`config.mk`:
```
export PLATFORM = sky130hd
export DESIGN_NAME = mem_port_arbiter_flat
export DESIGN_NICKNAME = d
export VERILOG_FILES = /design/src/rtl/mem_port_arbiter_pkg.sv /design/src/rtl/mem_port_arbiter_if.sv /design/src/rtl/mem_port_arbiter_capture.sv /design/src/rtl/mem_port_arbiter.sv /design/src/flat_wrapper.sv
export SDC_FILE = /design/constraint.sdc
export NUM_CORES = 1
export LEC_CHECK = 0
export CAP_MARGIN = 20
export CELL_PAD_IN_SITES_DETAIL_PLACEMENT = 0
export CELL_PAD_IN_SITES_GLOBAL_PLACEMENT = 1
export CORE_AREA = 2 2 329 331
export CTS_CLUSTER_DIAMETER = 60
export CTS_CLUSTER_SIZE = 10
export DETAILED_ROUTE_END_ITERATION = 10
export DIE_AREA = 0 0 331 333
export PLACE_DENSITY = 0.54
export SLEW_MARGIN = 20
export SYNTH_ARGS = -nofsm -noshare
export SYNTH_HDL_FRONTEND = slang
export SYNTH_SLANG_ARGS = --single-unit
```
`constraint.sdc`:
```
create_clock -name clk_i -period 5.1 [get_ports clk_i]
set_clock_uncertainty 0.2 [all_clocks]
set_input_delay 0.765 -clock clk_i [delete_from_list [all_inputs] [get_ports clk_i]]
set_output_delay 0.765 -clock clk_i [all_outputs]
set_load 0.05 [all_outputs]
```
`src/rtl/mem_port_arbiter_pkg.sv`:
```
// Shared definitions for the I/D memory port arbiter: FSM encoding,
// requester select values and the round-robin pick.
package aquila_mem_pkg;

   localparam logic [1:0] S_IDLE  = 2'd0;
   localparam logic [1:0] S_ISSUE = 2'd1;
   localparam logic [1:0] S_WAIT  = 2'd2;
   localparam logic [1:0] S_RESP  = 2'd3;

   localparam logic SEL_I = 1'b0;
   localparam logic SEL_D = 1'b1;

   // With both sides pending, the side not granted last time wins.
   function automatic logic next_sel(input logic i_pend, input logic d_pend,
                                     input logic last_d);
      if (i_pend && d_pend) return last_d ? SEL_I : SEL_D;
      return d_pend ? SEL_D : SEL_I;
   endfunction

endpackage

```
`src/rtl/mem_port_arbiter_if.sv`:
```
// I-side, D-side and downstream memory port signals of the arbiter.
// master: the arbiter itself; slave: the requesters plus memory controller.
interface mem_port_arbiter_if #(
   parameter int XLEN   = 64,
   parameter int CLSIZE = 128
);
   // Requesters hold strobe high until their done pulse and drop it the
   // cycle after; M_strobe_o is a one-cycle pulse answered by one M_done_i.
   logic              I_strobe_i;
   logic [XLEN-1:0]   I_addr_i;
   logic              I_done_o;
   logic [CLSIZE-1:0] I_data_o;
   logic              D_strobe_i;
   logic [XLEN-1:0]   D_addr_i;
   logic              D_rw_i;
   logic [CLSIZE-1:0] D_data_i;
   logic              D_done_o;
   logic [CLSIZE-1:0] D_data_o;
   logic              M_strobe_o;
   logic [XLEN-1:0]   M_addr_o;
   logic              M_rw_o;
   logic [CLSIZE-1:0] M_data_o;
   logic              M_done_i;
   logic [CLSIZE-1:0] M_data_i;

   modport master (
      input  I_strobe_i, I_addr_i, D_strobe_i, D_addr_i, D_rw_i, D_data_i,
             M_done_i, M_data_i,
      output I_done_o, I_data_o, D_done_o, D_data_o,
             M_strobe_o, M_addr_o, M_rw_o, M_data_o
   );

   modport slave (
      output I_strobe_i, I_addr_i, D_strobe_i, D_addr_i, D_rw_i, D_data_i,
             M_done_i, M_data_i,
      input  I_done_o, I_data_o, D_done_o, D_data_o,
             M_strobe_o, M_addr_o, M_rw_o, M_data_o
   );
endinterface

```
`src/rtl/mem_port_arbiter_capture.sv`:
```
// One requester's capture slot: pending flag plus address/rw/data registers,
// loaded on a new strobe and freed by the arbiter's response cycle.
module mem_req_capture #(
   parameter int XLEN   = 64,
   parameter int CLSIZE = 128
) (
   input  logic              clk_i,
   input  logic              rst_i,
   input  logic              strobe_i,
   input  logic [XLEN-1:0]   addr_i,
   input  logic              rw_i,
   input  logic [CLSIZE-1:0] data_i,
   input  logic              release_i,
   output logic              pend_o,
   output logic [XLEN-1:0]   addr_o,
   output logic              rw_o,
   output logic [CLSIZE-1:0] data_o
);

   logic              pend_q, pend_d;
   logic [XLEN-1:0]   addr_q, addr_d;
   logic              rw_q, rw_d;
   logic [CLSIZE-1:0] data_q, data_d;

   // release_i also blocks capture: the strobe is still high in that cycle.
   always_comb begin
      pend_d = pend_q;
      addr_d = addr_q;
      rw_d   = rw_q;
      data_d = data_q;
      if (release_i) begin
         pend_d = 1'b0;
      end else if (strobe_i && !pend_q) begin
         pend_d = 1'b1;
         addr_d = addr_i;
         rw_d   = rw_i;
         data_d = data_i;
      end
   end

   always_ff @(posedge clk_i) begin
      if (rst_i) begin
         pend_q <= 1'b0;
         addr_q <= '0;
         rw_q   <= 1'b0;
         data_q <= '0;
      end else begin
         pend_q <= pend_d;
         addr_q <= addr_d;
         rw_q   <= rw_d;
         data_q <= data_d;
      end
   end

   assign pend_o = pend_q;
   assign addr_o = addr_q;
   assign rw_o   = rw_q;
   assign data_o = data_q;

endmodule

```
`src/rtl/mem_port_arbiter.sv`:
```
// Round-robin arbiter sharing one cache-line memory port between the I-cache
// refill path and the D-cache refill/write-back path, one transaction at a time.
module mem_port_arbiter
   import aquila_mem_pkg::*;
#(
   parameter int XLEN   = 64,
   parameter int CLSIZE = 128
) (
   input  logic                clk_i,
   input  logic                rst_i,
   mem_port_arbiter_if.master  bus,
   output logic                busy_o,
   output logic                grant_d_o,
   output logic [1:0]          dbg_state_o
);

   logic [1:0]        state_q, state_d;
   logic              sel_q, sel_d;
   logic              last_d_q, last_d_d;
   logic [CLSIZE-1:0] i_data_q, i_data_d;
   logic [CLSIZE-1:0] d_data_q, d_data_d;

   logic              i_pend, d_pend;
   logic [XLEN-1:0]   i_addr, d_addr;
   logic              i_rw, d_rw;
   logic [CLSIZE-1:0] i_wdata, d_wdata;
   logic              i_release, d_release;
   logic              drive_m;

   assign i_release = (state_q == S_RESP) && (sel_q == SEL_I);
   assign d_release = (state_q == S_RESP) && (sel_q == SEL_D);

   // The I side only reads, so its rw/data registers always hold zero.
   mem_req_capture #(.XLEN(XLEN), .CLSIZE(CLSIZE)) u_cap_i (
      .clk_i     (clk_i),
      .rst_i     (rst_i),
      .strobe_i  (bus.I_strobe_i),
      .addr_i    (bus.I_addr_i),
      .rw_i      (1'b0),
      .data_i    ({CLSIZE{1'b0}}),
      .release_i (i_release),
      .pend_o    (i_pend),
      .addr_o    (i_addr),
      .rw_o      (i_rw),
      .data_o    (i_wdata)
   );

   mem_req_capture #(.XLEN(XLEN), .CLSIZE(CLSIZE)) u_cap_d (
      .clk_i     (clk_i),
      .rst_i     (rst_i),
      .strobe_i  (bus.D_strobe_i),
      .addr_i    (bus.D_addr_i),
      .rw_i      (bus.D_rw_i),
      .data_i    (bus.D_data_i),
      .release_i (d_release),
      .pend_o    (d_pend),
      .addr_o    (d_addr),
      .rw_o      (d_rw),
      .data_o    (d_wdata)
   );

   always_comb begin
      state_d  = state_q;
      sel_d    = sel_q;
      last_d_d = last_d_q;
      i_data_d = i_data_q;
      d_data_d = d_data_q;
      case (state_q)
         S_IDLE: begin
            if (i_pend || d_pend) begin
               sel_d    = next_sel(i_pend, d_pend, last_d_q);
               last_d_d = (sel_d == SEL_D);
               state_d  = S_ISSUE;
            end
         end
         S_ISSUE: state_d = S_WAIT;
         S_WAIT: begin
            if (bus.M_done_i) begin
               if (sel_q == SEL_D) d_data_d = bus.M_data_i;
               else                i_data_d = bus.M_data_i;
               state_d = S_RESP;
            end
         end
         S_RESP:  state_d = S_IDLE;
         default: state_d = S_IDLE;
      endcase
   end

   always_ff @(posedge clk_i) begin
      if (rst_i) begin
         state_q  <= S_IDLE;
         sel_q    <= SEL_I;
         last_d_q <= 1'b0;
         i_data_q <= '0;
         d_data_q <= '0;
      end else begin
         state_q  <= state_d;
         sel_q    <= sel_d;
         last_d_q <= last_d_d;
         i_data_q <= i_data_d;
         d_data_q <= d_data_d;
      end
   end

   // Downstream fields come straight from the held capture registers,
   // which cannot change while their side is pending.
   assign drive_m        = (state_q == S_ISSUE) || (state_q == S_WAIT);
   assign bus.M_strobe_o = (state_q == S_ISSUE);
   assign bus.M_addr_o   = drive_m ? ((sel_q == SEL_D) ? d_addr  : i_addr)  : '0;
   assign bus.M_rw_o     = drive_m ? ((sel_q == SEL_D) ? d_rw    : i_rw)    : 1'b0;
   assign bus.M_data_o   = drive_m ? ((sel_q == SEL_D) ? d_wdata : i_wdata) : '0;

   assign bus.I_done_o = i_release;
   assign bus.D_done_o = d_release;
   assign bus.I_data_o = i_data_q;
   assign bus.D_data_o = d_data_q;

   assign busy_o      = (state_q != S_IDLE);
   assign grant_d_o   = last_d_q;
   assign dbg_state_o = state_q;

endmodule

```
`src/flat_wrapper.sv`:
```
// flat-port wrapper written by rule: the top's interface ports become plain ports
module mem_port_arbiter_flat import aquila_mem_pkg::*;
#(
   parameter int XLEN   = 64,
   parameter int CLSIZE = 128
)
  (clk_i, rst_i, busy_o, grant_d_o, dbg_state_o, bus_I_strobe_i, bus_I_addr_i, bus_D_strobe_i, bus_D_addr_i, bus_D_rw_i, bus_D_data_i, bus_M_done_i, bus_M_data_i, bus_I_done_o, bus_I_data_o, bus_D_done_o, bus_D_data_o, bus_M_strobe_o, bus_M_addr_o, bus_M_rw_o, bus_M_data_o);
  mem_port_arbiter_if #(.XLEN(XLEN), .CLSIZE(CLSIZE)) bus_i ();
  input  logic clk_i;
  input  logic rst_i;
  output logic busy_o;
  output logic grant_d_o;
  output logic [1:0] dbg_state_o;
  input wire logic [$bits(bus_i.I_strobe_i)-1:0] bus_I_strobe_i;
  input wire logic [$bits(bus_i.I_addr_i)-1:0] bus_I_addr_i;
  input wire logic [$bits(bus_i.D_strobe_i)-1:0] bus_D_strobe_i;
  input wire logic [$bits(bus_i.D_addr_i)-1:0] bus_D_addr_i;
  input wire logic [$bits(bus_i.D_rw_i)-1:0] bus_D_rw_i;
  input wire logic [$bits(bus_i.D_data_i)-1:0] bus_D_data_i;
  input wire logic [$bits(bus_i.M_done_i)-1:0] bus_M_done_i;
  input wire logic [$bits(bus_i.M_data_i)-1:0] bus_M_data_i;
  output wire logic [$bits(bus_i.I_done_o)-1:0] bus_I_done_o;
  output wire logic [$bits(bus_i.I_data_o)-1:0] bus_I_data_o;
  output wire logic [$bits(bus_i.D_done_o)-1:0] bus_D_done_o;
  output wire logic [$bits(bus_i.D_data_o)-1:0] bus_D_data_o;
  output wire logic [$bits(bus_i.M_strobe_o)-1:0] bus_M_strobe_o;
  output wire logic [$bits(bus_i.M_addr_o)-1:0] bus_M_addr_o;
  output wire logic [$bits(bus_i.M_rw_o)-1:0] bus_M_rw_o;
  output wire logic [$bits(bus_i.M_data_o)-1:0] bus_M_data_o;
  assign bus_i.I_strobe_i = bus_I_strobe_i;
  assign bus_i.I_addr_i = bus_I_addr_i;
  assign bus_i.D_strobe_i = bus_D_strobe_i;
  assign bus_i.D_addr_i = bus_D_addr_i;
  assign bus_i.D_rw_i = bus_D_rw_i;
  assign bus_i.D_data_i = bus_D_data_i;
  assign bus_i.M_done_i = bus_M_done_i;
  assign bus_i.M_data_i = bus_M_data_i;
  assign bus_I_done_o = bus_i.I_done_o;
  assign bus_I_data_o = bus_i.I_data_o;
  assign bus_D_done_o = bus_i.D_done_o;
  assign bus_D_data_o = bus_i.D_data_o;
  assign bus_M_strobe_o = bus_i.M_strobe_o;
  assign bus_M_addr_o = bus_i.M_addr_o;
  assign bus_M_rw_o = bus_i.M_rw_o;
  assign bus_M_data_o = bus_i.M_data_o;
  mem_port_arbiter #(.XLEN(XLEN), .CLSIZE(CLSIZE)) u_core (.clk_i(clk_i), .rst_i(rst_i), .bus(bus_i), .busy_o(busy_o), .grant_d_o(grant_d_o), .dbg_state_o(dbg_state_o));
endmodule
```
After elaboration in Yosys (flattened, before gate mapping)
Index checks and enable logic that the tools add are counted.
{"block": "totals", "register_bits": 518, "in_bits": 390, "output_inout_bits": 456, "elab_cells": 53}
{"block": "op_classes", "n_eq_ne": 5, "mux": 16, "bitwise_logic": 3, "n_reduce_logical": 19}
{"op": "128-bit two-way mux", "count": 2}
{"op": "64-bit two-way mux", "count": 2}
{"op": "1-bit two-way mux", "count": 9}
{"op": "2-bit one-hot mux with 4 select lines", "count": 1}
{"op": "2-bit AND reduction", "count": 4}
{"op": "3-bit AND reduction", "count": 2}
{"op": "1-bit logical AND", "count": 5}
{"op": "2-bit equality test (second input constant)", "count": 2}
{"op": "2-bit two-way mux", "count": 2}
{"op": "2-bit OR reduction", "count": 2}
{"op": "1-bit inverter", "count": 3}
{"op": "2-bit by 1-bit equality test with 1-bit output (second input constant)", "count": 1}
{"op": "1-bit zero test", "count": 2}
{"op": "2-bit zero test", "count": 1}
{"op": "1-bit logical OR", "count": 2}
{"op": "2-bit by 1-bit != test with 1-bit output (second input constant)", "count": 1}
{"op": "2-bit != test (second input constant)", "count": 1}
{"op": "2-bit nonzero test", "count": 1}

Logic depth before layout (Yosys ltp)
Gate-level depths: netlist of run 1.
{"block": "logic_depth", "depth_word": 5, "ltp_mapped": 7, "mapped_depth_nobuf": 5}

Hierarchy
A second synthesis of run 1 with hierarchy kept.
{"block": "unflattened", "hier_cells": 3246, "hier_area_um2": 29898.7}
{"mod": "mem_req_capture", "instances": 2, "cells_each": 841, "area_per_inst_um2": 8790.9, "seq_area_each_um2": 3883.7}
{"mod": "mem_port_arbiter", "instances": 1, "cells_each": 1564, "area_per_inst_um2": 12316.8, "seq_area_each_um2": 5185.0}

Worst setup path after synthesis of run 1
No wires, ideal clock.
{"block": "synth_path", "path_kind": "reg2out", "from": "register u_core.state_q[0], in the netlist u_core.dbg_state_o[0]", "to": "output bus_M_addr_o[10]", "t_arrival_ns": 2.319, "required_time_ns": 4.135, "setup_slack_ns": 1.816, "stages_incl_launch_ff": 7, "path_buffers": 2, "path_cell_list": "dfxtp_1 -> inv_1 -> ha_1 -> inv_1 -> clkbuf_1 -> buf_1 -> nor2_1"}
{"block": "synth_via", "elab_chain_len": 3, "word_cells_on_any_way": 4, "cone_classes": "2 x eq/ne; 1 x mux; 1 x reduce/logical"}
{"element": "start, declared", "line": "mem_port_arbiter.sv:17", "rtl": "logic [1:0] state_q, state_d;"}
{"element": "start signal, assigned", "line": "mem_port_arbiter.sv:97", "rtl": "state_q <= state_d;"}
{"element": "2-bit by 1-bit equality test with 1-bit output or 2-bit equality test (tied branches)", "line": "mem_port_arbiter.sv:107", "rtl": "assign drive_m = (state_q == S_ISSUE) || (state_q == S_WAIT);"}
{"element": "1-bit logical OR *", "line": "mem_port_arbiter.sv:107"}
{"element": "64-bit two-way mux *", "line": "mem_port_arbiter.sv:109", "rtl": "assign bus.M_addr_o = drive_m ? ((sel_q == SEL_D) ? d_addr : i_addr) : '0;"}
{"element": "end, declared", "line": "flat_wrapper.sv:27", "rtl": "output wire logic [$bits(bus_i.M_addr_o)-1:0] bus_M_addr_o;"}
Every way passes the cells marked *; elsewhere a longest branch is shown, timed or not.

Final worst setup path of run 1
{"block": "layout_path", "from": "register u_core.state_q[1], in the netlist u_core.dbg_state_o[1]", "to": "output bus_M_data_o[47]"}
{"block": "layout_via", "elab_chain_len": 3, "word_cells_on_any_way": 4, "cone_classes": "2 x eq/ne; 1 x mux; 1 x reduce/logical"}
{"element": "2-bit by 1-bit equality test with 1-bit output or 2-bit equality test (tied branches)", "line": "mem_port_arbiter.sv:107"}
{"element": "1-bit logical OR *", "line": "mem_port_arbiter.sv:107"}
{"element": "128-bit two-way mux *", "line": "mem_port_arbiter.sv:111", "rtl": "assign bus.M_data_o = drive_m ? ((sel_q == SEL_D) ? d_wdata : i_wdata) : '0;"}
{"element": "end, declared", "line": "flat_wrapper.sv:29", "rtl": "output wire logic [$bits(bus_i.M_data_o)-1:0] bus_M_data_o;"}
Marks and branches as above.

==> flow_metrics.py, run 1 <==
metrics = {
    "cts": {
        "cts-root-buf": "clkbuf_16",
        "clock_latency_ps": 620,
        "post_cts_buffers": 0,
        "cts.path.max_buffers": 3,
        "holdBufCountCts": 0,
        "clk_pin_slew_ps": 50,
        "cts_max_level": 3,
        "numCtsBuffers": 75,
        "cts_tree": "done",
        "cts.sinks": 518,
    },
    "sta": {
        "holdWs_ps": 251,
        "tns_ps": 0,
        "min_period_ps": 4550,
        "finalHoldViolations": 0,
        "min_period_over_period": 0.891,
        "max_freq_ghz": 0.220,
        "rsz0062_at_grt": "false",
        "setup_viol": 0,
        "worst_pin_slew_ps": 1030,
        "drv_slew": 0,
        "relSlewSlack": 0.313,
    },
    "global_route": {
        "grt_pass1_vias": 21300,
        "grt_first_pass_wirelength_um": 149000,
        "grt_use_total": 0.180,
        "grt_max_degree": 144,
        "grt_overflow": 0,
        "grt_antenna_before_repair": 43,
    },
    "finish": {
        "n_fill_cell": 11600,
        "instances_no_fill": 4789,
        "final_common_cell": "clkdlybuf4s50_1",
        "final_nets": 3713,
        "multi_input_area_um2": 9050,
        "seq_area_um2": 10400,
        "drive_gt1_frac": 0.0497,
        "areaGrowthSynthToFinish_pct": 58.3,
        "final_cell_mix": "clkdlybuf4s50_1, dfxtp_1, a21oi_1, nand2_1, o21ai_0",
    },
    "synth": {
        "yosys.area.top_type": "dfxtp_1",
        "yosysWarnings": 0,
        "synth_edf_count": 0,
        "synth_ff_type": "dfxtp_1",
        "synth.area.top_cells": "dfxtp_1, a21oi_1, nand2_1",
        "async_flop_share": 0,
        "synth_area_um2": 20600,
        "yosysSeqAreaShare": 0.504,
        "syn-num-nets": 3019,
        "synthCells": 2623,
        "avgSynthCellArea_um2": 7.84,
        "synth.top_cell.area_share": 0.504,
        "synth_seq_cells": 518,
        "synth.distinct_cells": 22,
    },
    "drt": {
        "via_count": 21400,
        "drt_wl_total_um": 105000,
        "route.detailed.drc": 0,
        "avgRoutedWirePerCell_um": 21.8,
        "postRouteAntennaNets": 0,
        "detail_route.first_pass.iterations": 5,
        "drtIter0Drc": 1236,
        "viasPerCell": 4.46,
    },
    "place": {
        "io_buffer_count": 845,
        "gp_congestion": 0.821,
        "dpl.cell_count": 4643,
        "dp_hpwl_um": 71500,
    },
    "setup_path": {
        "start_kind": "register",
        "cp_slowest_cell": "clkdlybuf4s50_1",
        "path_class": "reg2out",
        "crit_path_cell_trace": "inv_1, ha_4, buf_4, and3_1, clkdlybuf4s50_1",
        "r2r-start": "u_core.sel_q",
        "crit_required_ps": 4140,
        "cpPeakStageDelay_ps": 810,
        "crit_fanout": 79,
        "regToRegSetupSlack_ps": 1900,
        "end_kind": "output port",
        "reg2regPathDepth": 6,
        "r2r_end": "u_core.u_cap_d.data_o[21]",
        "cp.arrival_ps": 3580,
    },
    "hold_path": {
        "worstHoldStart": "u_core.bus.I_data_o[55]",
        "min_path_cells": 2,
        "hold_class": "reg2reg",
        "holdPathEnd": "u_core.bus.I_data_o[55]",
    },
    "floorplanning": {
        "dieArea_um2": 110000,
        "ios": 846,
        "rows": 120,
        "initial_core_util": 0.193,
        "die_h_um": 333,
        "die_w_um": 331,
        "core-area_um2": 107000,
    },
    "power": {
        "p_per_area_nw_per_um2": 400,
        "leakagePower_uw": 0.0112,
        "ir_drop_mv": 0.238,
    },
    "job": {
        "maxCapViolCount": 0,
    },
    "status": {
        "status": "complete, no violations",
    },
}
-- where the power goes --
group / switching [uW] / internal, uW
clock network: 2050 / 3010
logic: 2350 / 1090
registers: 175 / 4320
total: 4580 / 8430
-- registers in the layout, indices dropped and copies added (netlist names) --
signal and count:
u_core.u_cap_d.data_o 128, u_core.bus.I_data_o 128, u_core.u_cap_d.addr_o 64, u_core.u_cap_i.pend_o 1
u_core.dbg_state_o 2, u_core.u_cap_d.pend_o 1, u_core.u_cap_i.addr_o 64, u_core.u_cap_d.rw_o 1
u_core.sel_q 1, u_core.bus.D_data_o 128
-- metal layers --
metal / vias to the layer above / global-route usage / wire length (um)
li1: 10400 / - / -
met1: 10000 / 0.204 / 41400
met2: 753 / 0.297 / 49300
met3: 174 / 0.0728 / 10400
met4: 34 / 0.0779 / 3230
met5: - / 0 / 207
-- Yosys cell counts (3+ instances only) --
library cell / number
inv_1: 4
o21ai_0: 259
mux2i_1: 64
buf_2: 77
nor2_1: 67
a21oi_1: 514
ha_1: 6
nand2b_1: 3
nand3_1: 258
dfxtp_1: 518
nor2b_1: 5
nand2_1: 515
buf_1: 9
and3_1: 130
clkbuf_1: 165
buf_4: 19
-- layout make-up --
type | instances | area share
well taps | 1403 | 0.0540
clock inverters | 32 | 0.0111
flip-flops and latches | 518 | 0.319
multi-input cells | 1829 | 0.278
inverters | 6 | 0.000923
clock buffers | 88 | 0.0605
diodes | 26 | 0.00200
repair buffers | 887 | 0.274
-- timing repair --
item / CTS / global route
gates resized for setup: 0 / 1
endpoints found under the hold margin: 0 / 0
setup endpoints to repair: 0 / 64
-- critical path, delay by kind of cell (launching register included) --
kind                       cells  cell delay, ps
adders and majority gates      1             610
buffers and inverters          3            1570
DFF                            1             440
and+or+nand+nor                1             270
-- stage by stage --
step                      setup WS (ps)   util  cell area, um^2  total power, uW
after CTS                           462  0.305            32500            13200
final                               555  0.305            32500            13000
after floorplan                    1820      -            20600             6600
after global placement             1310  0.283            30100             8030
after detailed placement           1180  0.283            30100             8050
after global routing                353  0.305            32500            13600
-- kinds of logic (layout without fill, tap and decap cells) --
group | after synthesis | count (layout) | share of synthesized area
buffers and inverters | 276 | 1013 | 0.0586
AND/OR/NAND/NOR | 984 | 984 | 0.213
adder cells (fa/ha/maj) | 6 | 6 | 0.00365
other | 0 | 26 | 0
multiplexers | 64 | 64 | 0.0312
AO/OA/AOI/OAI | 775 | 775 | 0.189
flip-flops | 518 | 518 | 0.504
-- worst max path at each step --
stage / startpoint / endpoint / slack, ps / cells past startpoint
6_report: u_core.dbg_state_o[1] / bus_M_data_o[47] / 550 / 5
5_1_grt: u_core.dbg_state_o[1] / bus_M_data_o[14] / 350 / 5
3_3_place_gp: u_core.dbg_state_o[1] / bus_M_data_o[33] / 1310 / 5
4_1_cts: u_core.dbg_state_o[1] / bus_M_addr_o[11] / 460 / 5
2_1_floorplan: u_core.dbg_state_o[0] / bus_M_addr_o[10] / 1820 / 6
3_5_place_dp: u_core.dbg_state_o[1] / bus_M_addr_o[11] / 1180 / 5
No activity file was read; power rests on OpenSTA's default activity.
==> run 2, diff against run 1 <==
--- a/config.mk
+++ b/config.mk
@@ -13,7 +13,7 @@
 export CTS_CLUSTER_SIZE = 10
 export DETAILED_ROUTE_END_ITERATION = 10
 export DIE_AREA = 0 0 331 333
-export PLACE_DENSITY = 0.54
+export PLACE_DENSITY_LB_ADDON = 0.1
 export SLEW_MARGIN = 20
 export SYNTH_ARGS = -nofsm -noshare
 export SYNTH_HDL_FRONTEND = slang
==> flow_metrics.py, run 2 (synthesis results as in run 1) <==
metrics = {
    "sta": {
        "min_period_ps": 4390,
        "relSlewSlack": 0.302,
        "holdWs_ps": 251,
        "layout_setup_ws_ps": 712,
        "finalHoldViolations": 0,
        "max_freq_ghz": 0.228,
        "drv_slew": 0,
        "setup_viol": 0,
        "rsz0062_at_grt": "false",
        "worst_pin_slew_ps": 1050,
        "tns_ps": 0,
        "min_period_over_period": 0.860,
    },
    "hold_path": {
        "worstHoldStart": "u_core.bus.I_data_o[63]",
        "hold_class": "reg2reg",
        "holdPathEnd": "u_core.bus.I_data_o[63]",
        "min_path_cells": 2,
    },
    "cts": {
        "cts_tree": "done",
        "cts.path.max_buffers": 3,
        "cts.sinks": 518,
        "cts_max_level": 3,
        "cts-resized-gates": 0,
        "clk_pin_slew_ps": 50,
        "holdBufCountCts": 0,
        "post_cts_buffers": 0,
        "numCtsBuffers": 75,
        "cts-root-buf": "clkbuf_16",
        "clock_latency_ps": 620,
    },
    "setup_path": {
        "crit_path_cell_trace": "inv_1, ha_4, buf_4, and3_1, clkdlybuf4s50_1",
        "end_kind": "output port",
        "crit_required_ps": 4140,
        "r2r_end": "u_core.bus.D_data_o[45]",
        "r2r-start": "u_core.sel_q",
        "cpPeakStageDelay_ps": 820,
        "path_class": "reg2out",
        "regToRegSetupSlack_ps": 2180,
        "reg2regPathDepth": 5,
        "start_kind": "register",
        "crit_fanout": 129,
        "cp_slowest_cell": "clkdlybuf4s50_1",
        "cp.arrival_ps": 3420,
    },
    "floorplanning": {
        "die_w_um": 331,
        "rows": 120,
        "ios": 846,
        "dieArea_um2": 110000,
        "core-area_um2": 107000,
        "die_h_um": 333,
        "initial_core_util": 0.193,
    },
    "power": {
        "ir_drop_mv": 0.428,
        "p_per_area_nw_per_um2": 404,
        "total_power_uw": 13200,
        "leakagePower_uw": 0.0113,
    },
    "global_route": {
        "grt_max_degree": 160,
        "grt_use_total": 0.190,
        "grt_overflow": 0,
        "grt_antenna_before_repair": 48,
        "grt_first_pass_wirelength_um": 154000,
        "grt_pass1_vias": 21400,
    },
    "job": {
        "maxCapViolCount": 0,
    },
    "drt": {
        "avgRoutedWirePerCell_um": 22.9,
        "postRouteAntennaNets": 0,
        "detail_route.first_pass.iterations": 5,
        "drtIter0Drc": 1201,
        "route.detailed.drc": 0,
        "viasPerCell": 4.52,
        "via_count": 21700,
        "drt_wl_total_um": 110000,
    },
    "finish": {
        "final_nets": 3712,
        "utilization": 0.307,
        "drive_gt1_frac": 0.0502,
        "final_common_cell": "clkdlybuf4s50_1",
        "areaGrowthSynthToFinish_pct": 59.0,
        "final_cell_mix": "clkdlybuf4s50_1, dfxtp_1, a21oi_1, nand2_1, o21ai_0",
    },
    "place": {
        "place_ws_ps": 1370,
        "io_buffer_count": 845,
        "gp_congestion": 0.807,
        "dp_hpwl_um": 77700,
    },
    "status": {
        "status": "complete, no violations",
    },
}
## run 2: cell count changes in the layout (fill, tap and decap cells not counted), moves of 3 or more
cell	delta
diode_2	+3
inv_6	-5
clkinv_4	+4
clkbuf_8	+3
## run 2: worst max-delay path, delay by kind of cell, from the launching register on
kind | cells | cell delay [ps]
adders and majority gates | 1 | 290
buffers and inverters | 3 | 1620
DFF | 1 | 430
and+or+nand+nor | 1 | 290
## run 2: through the flow
step	std cells	area, um^2
final	4796	32700
after global routing	4788	32700
after CTS	4767	32600
after detailed placement	4642	30200
after global placement	4642	30200
after floorplan	2623	20600
## run 2: worst max path at each step
stage	end	from	cells after the start
6_report	bus_M_data_o[21]	u_core.dbg_state_o[1]	5
5_1_grt	bus_M_data_o[13]	u_core.dbg_state_o[1]	5
4_1_cts	bus_M_data_o[41]	u_core.dbg_state_o[1]	5
3_5_place_dp	bus_M_data_o[39]	u_core.dbg_state_o[1]	5
3_3_place_gp	bus_M_data_o[49]	u_core.dbg_state_o[1]	5
2_1_floorplan	bus_M_addr_o[10]	u_core.dbg_state_o[0]	6
## run 2: where the power goes
group / switching [uW] / leakage, uW / total (uW) / internal (uW)
Sequential: 198 / 0.00422 / 4520 / 4320
Clock: 2060 / 0.00120 / 5280 / 3220
Combinational: 2340 / 0.00589 / 3420 / 1090
Total: 4590 / 0.0113 / 13200 / 8630
## run 2: metal layers
metal / vias to the layer above / global-route usage / wire length (um)
met1: 10300 / 0.209 / 42600
met2: 710 / 0.329 / 54600
met3: 163 / 0.0680 / 9420
met4: 46 / 0.0757 / 2980
met5: - / 0 / 310
li1: 10400 / - / -
## run 2: final cells by class
cell class                      instances  area [um^2]
Inverter                                6         27.5
Fill cell                           11400        73900
Timing Repair Buffer                  886         8930
Clock inverter                         30          400
Multi-Input combinational cell       1829         9060
Sequential cell                       518        10400
Clock buffer                           95         2070
Tap cell                             1403         1760
Antenna cell                           29         72.6
==> run 3, diff against run 2 <==
--- a/config.mk
+++ b/config.mk
@@ -8,13 +8,14 @@
 export CAP_MARGIN = 20
 export CELL_PAD_IN_SITES_DETAIL_PLACEMENT = 0
 export CELL_PAD_IN_SITES_GLOBAL_PLACEMENT = 1
-export CORE_AREA = 2 2 329 331
+export CORE_AREA = 2 2 334 336
 export CTS_CLUSTER_DIAMETER = 60
 export CTS_CLUSTER_SIZE = 10
 export DETAILED_ROUTE_END_ITERATION = 10
-export DIE_AREA = 0 0 331 333
+export DIE_AREA = 0 0 336 338
 export PLACE_DENSITY_LB_ADDON = 0.1
 export SLEW_MARGIN = 20
 export SYNTH_ARGS = -nofsm -noshare
 export SYNTH_HDL_FRONTEND = slang
+export SYNTH_HIERARCHICAL = 1
 export SYNTH_SLANG_ARGS = --single-unit
==> flow_metrics.py, run 3 <==
metrics = {
    "cts": {
        "holdBufCountCts": 0,
        "cts-root-buf": "clkbuf_16",
        "cts-resized-gates": 0,
        "cts_tree": "done",
        "cts.path.max_buffers": 3,
        "numCtsBuffers": 86,
        "clk_pin_slew_ps": 60,
        "cts.sinks": 647,
        "post_cts_buffers": 0,
        "cts_max_level": 3,
        "clock_latency_ps": 640,
    },
    "synth": {
        "synth_seq_cells": 647,
        "synth.most_common_cell": "nand2b_1",
        "synth_area_um2": 29900,
        "synth_edf_count": 0,
        "yosys.area.top_type": "dfxtp_1",
        "yosysWarnings": 6,
        "synth_ff_type": "dfxtp_1",
        "yosysSeqAreaShare": 0.433,
        "synth.top_cell.area_share": 0.433,
        "synth.area.top_cells": "dfxtp_1, mux2i_1, nand2b_1",
        "async_flop_share": 0,
        "synth_common_cells": "nand2b_1, dfxtp_1, mux2i_1",
        "avgSynthCellArea_um2": 9.21,
        "synth.distinct_cells": 26,
        "synthCells": 3246,
    },
    "drt": {
        "met2_length_um": 55700,
        "wl_met3_um": 8030,
        "drt_wl_total_um": 107000,
        "viasPerCell": 4.20,
        "avgRoutedWirePerCell_um": 19.1,
        "routed.top_layer": "met5",
        "route.detailed.drc": 0,
        "detail_route.first_pass.iterations": 4,
        "drt-met1-wl_um": 41100,
        "postRouteAntennaNets": 0,
        "via_count": 23600,
        "drtIter0Drc": 976,
    },
    "setup_path": {
        "path_class": "reg2out",
        "cp_slowest_cell": "clkdlybuf4s50_1",
        "end_kind": "output port",
        "crit_fanout": 116,
        "cp.arrival_ps": 3180,
        "start_kind": "register",
        "crit_required_ps": 4140,
        "crit_path_cell_trace": "inv_1, ha_4, buf_12, nor2b_1, clkdlybuf4s50_1",
        "cpPeakStageDelay_ps": 840,
    },
    "global_route": {
        "grt_max_degree": 153,
        "grt_first_pass_wirelength_um": 154000,
        "grt_antenna_before_repair": 32,
        "grt_pass1_vias": 23500,
        "grt_use_total": 0.180,
        "grt_overflow": 0,
    },
    "sta": {
        "layout_setup_ws_ps": 956,
        "min_period_ps": 4140,
        "rsz0062_at_grt": "false",
        "worst_pin_slew_ps": 953,
        "relSlewSlack": 0.365,
        "setup_viol": 0,
        "finalHoldViolations": 0,
        "drv_slew": 0,
        "max_freq_ghz": 0.241,
        "tns_ps": 0,
        "min_period_over_period": 0.813,
    },
    "hold_path": {
        "hold_class": "reg2reg",
    },
    "power": {
        "swShare": 0.340,
        "pwr-share-clk": 0.353,
        "p_switching_uw": 5800,
        "sequentialPowerShare": 0.336,
        "p_per_area_nw_per_um2": 403,
        "power_frac_comb": 0.311,
        "p_int_uw": 11300,
        "ir_drop_mv": 0.284,
        "leakagePower_uw": 0.0150,
    },
    "finish": {
        "final_nets": 4481,
        "final_cell_mix": "clkdlybuf4s50_1, nand2b_1, dfxtp_1, mux2i_1, nand2_1",
        "final_common_cell": "clkdlybuf4s50_1",
        "areaGrowthSynthToFinish_pct": 41.9,
        "fin_area_um2": 42400,
        "drive_gt1_frac": 0.0421,
    },
    "floorplanning": {
        "ios": 846,
        "core-area_um2": 110000,
        "dieArea_um2": 114000,
        "initial_core_util": 0.272,
        "die_w_um": 336,
        "die_h_um": 338,
        "rows": 122,
    },
    "job": {
        "maxCapViolCount": 0,
    },
    "place": {
        "gp_congestion": 0.764,
        "place_ws_ps": 1610,
        "dp_hpwl_um": 76300,
        "io_buffer_count": 845,
        "placedInstanceArea_um2": 39600,
    },
    "status": {
        "status": "complete, no violations",
    },
}
==> run 3: cell count changes in the layout (fill, tap and decap cells not counted), moves of 191 or more <==
cell      before  now
nand2b_1       0  774
mux2i_1       64  580
o21ai_0      259    0
nand3_1      257    0
a21oi_1      514  258
nor2b_1        3  194
==> run 3: power by group through the flow <==
stage / registers, uW / clock network, uW / logic, uW
3_5_place_dp: 5860 / 0 / 5390
4_1_cts: 5750 / 6250 / 5410
5_1_grt: 5790 / 6460 / 5650
6_report: 5740 / 6030 / 5320
2_1_floorplan: 6220 / 0 / 3270
3_3_place_gp: 5860 / 0 / 5400
==> run 3: cell type report <==
class | count | area [um^2]
multi-input cells | 2465 | 15800
inverters | 4 | 15.0
clock buffers | 115 | 2520
clock inverters | 21 | 279
well taps | 1488 | 1860
repair buffers | 883 | 9010
diodes | 10 | 25.0
flip-flops and latches | 647 | 13000
fillers | 11200 | 67600
==> run 3: routing by layer <==
metal  GRT usage  vias up
met5           0        -
met4      0.0530       38
met3      0.0571      163
met2       0.334      586
met1       0.194    10800
li1            -    12100
==> run 3: cells by family (layout without fill, tap and decap cells) <==
logic type	count (synthesis)	count (layout)	synth area share
AOI/OAI and AO/OA	261	261	0.0441
muxes	580	580	0.194
adders and majority gates	4	4	0.00167
buffers and inverters	262	1023	0.0574
DFF	647	647	0.433
other	1	139	0.000125
and+or+nand+nor	1491	1491	0.269
==> run 3: final timing paths <==
check                                             start                         to  slack (ps)  depth (start not counted)
worst min register to register  u_core/bus.D_data_o[11]    u_core/bus.D_data_o[11]         250                          2
worst min-delay path            u_core/bus.D_data_o[11]    u_core/bus.D_data_o[11]         250                          2
worst max-delay path              u_core/dbg_state_o[0]           bus_M_data_o[65]         960                          5
worst max register to register         u_core/grant_d_o  u_core/u_cap_i/data_o[58]        1960                          5
==> run 3: metrics by stage <==
stage	std cells	utilization	power (uW)	hold slack [ps]
6_report	5633	0.385	17100	252
5_1_grt	5627	0.385	17900	268
4_1_cts	5623	0.385	17400	253
3_5_place_dp	5487	0.360	11300	246
3_3_place_gp	5487	0.360	11300	241
2_1_floorplan	3374	-	9500	248
==> run 3: worst max-delay path: cells and delay by family, from the launching register on <==
kind / cells / cell delay [ps]
buf+inv: 3 / 1260
fa+ha+maj: 1 / 510
flops: 1 / 390
simple gates: 1 / 200
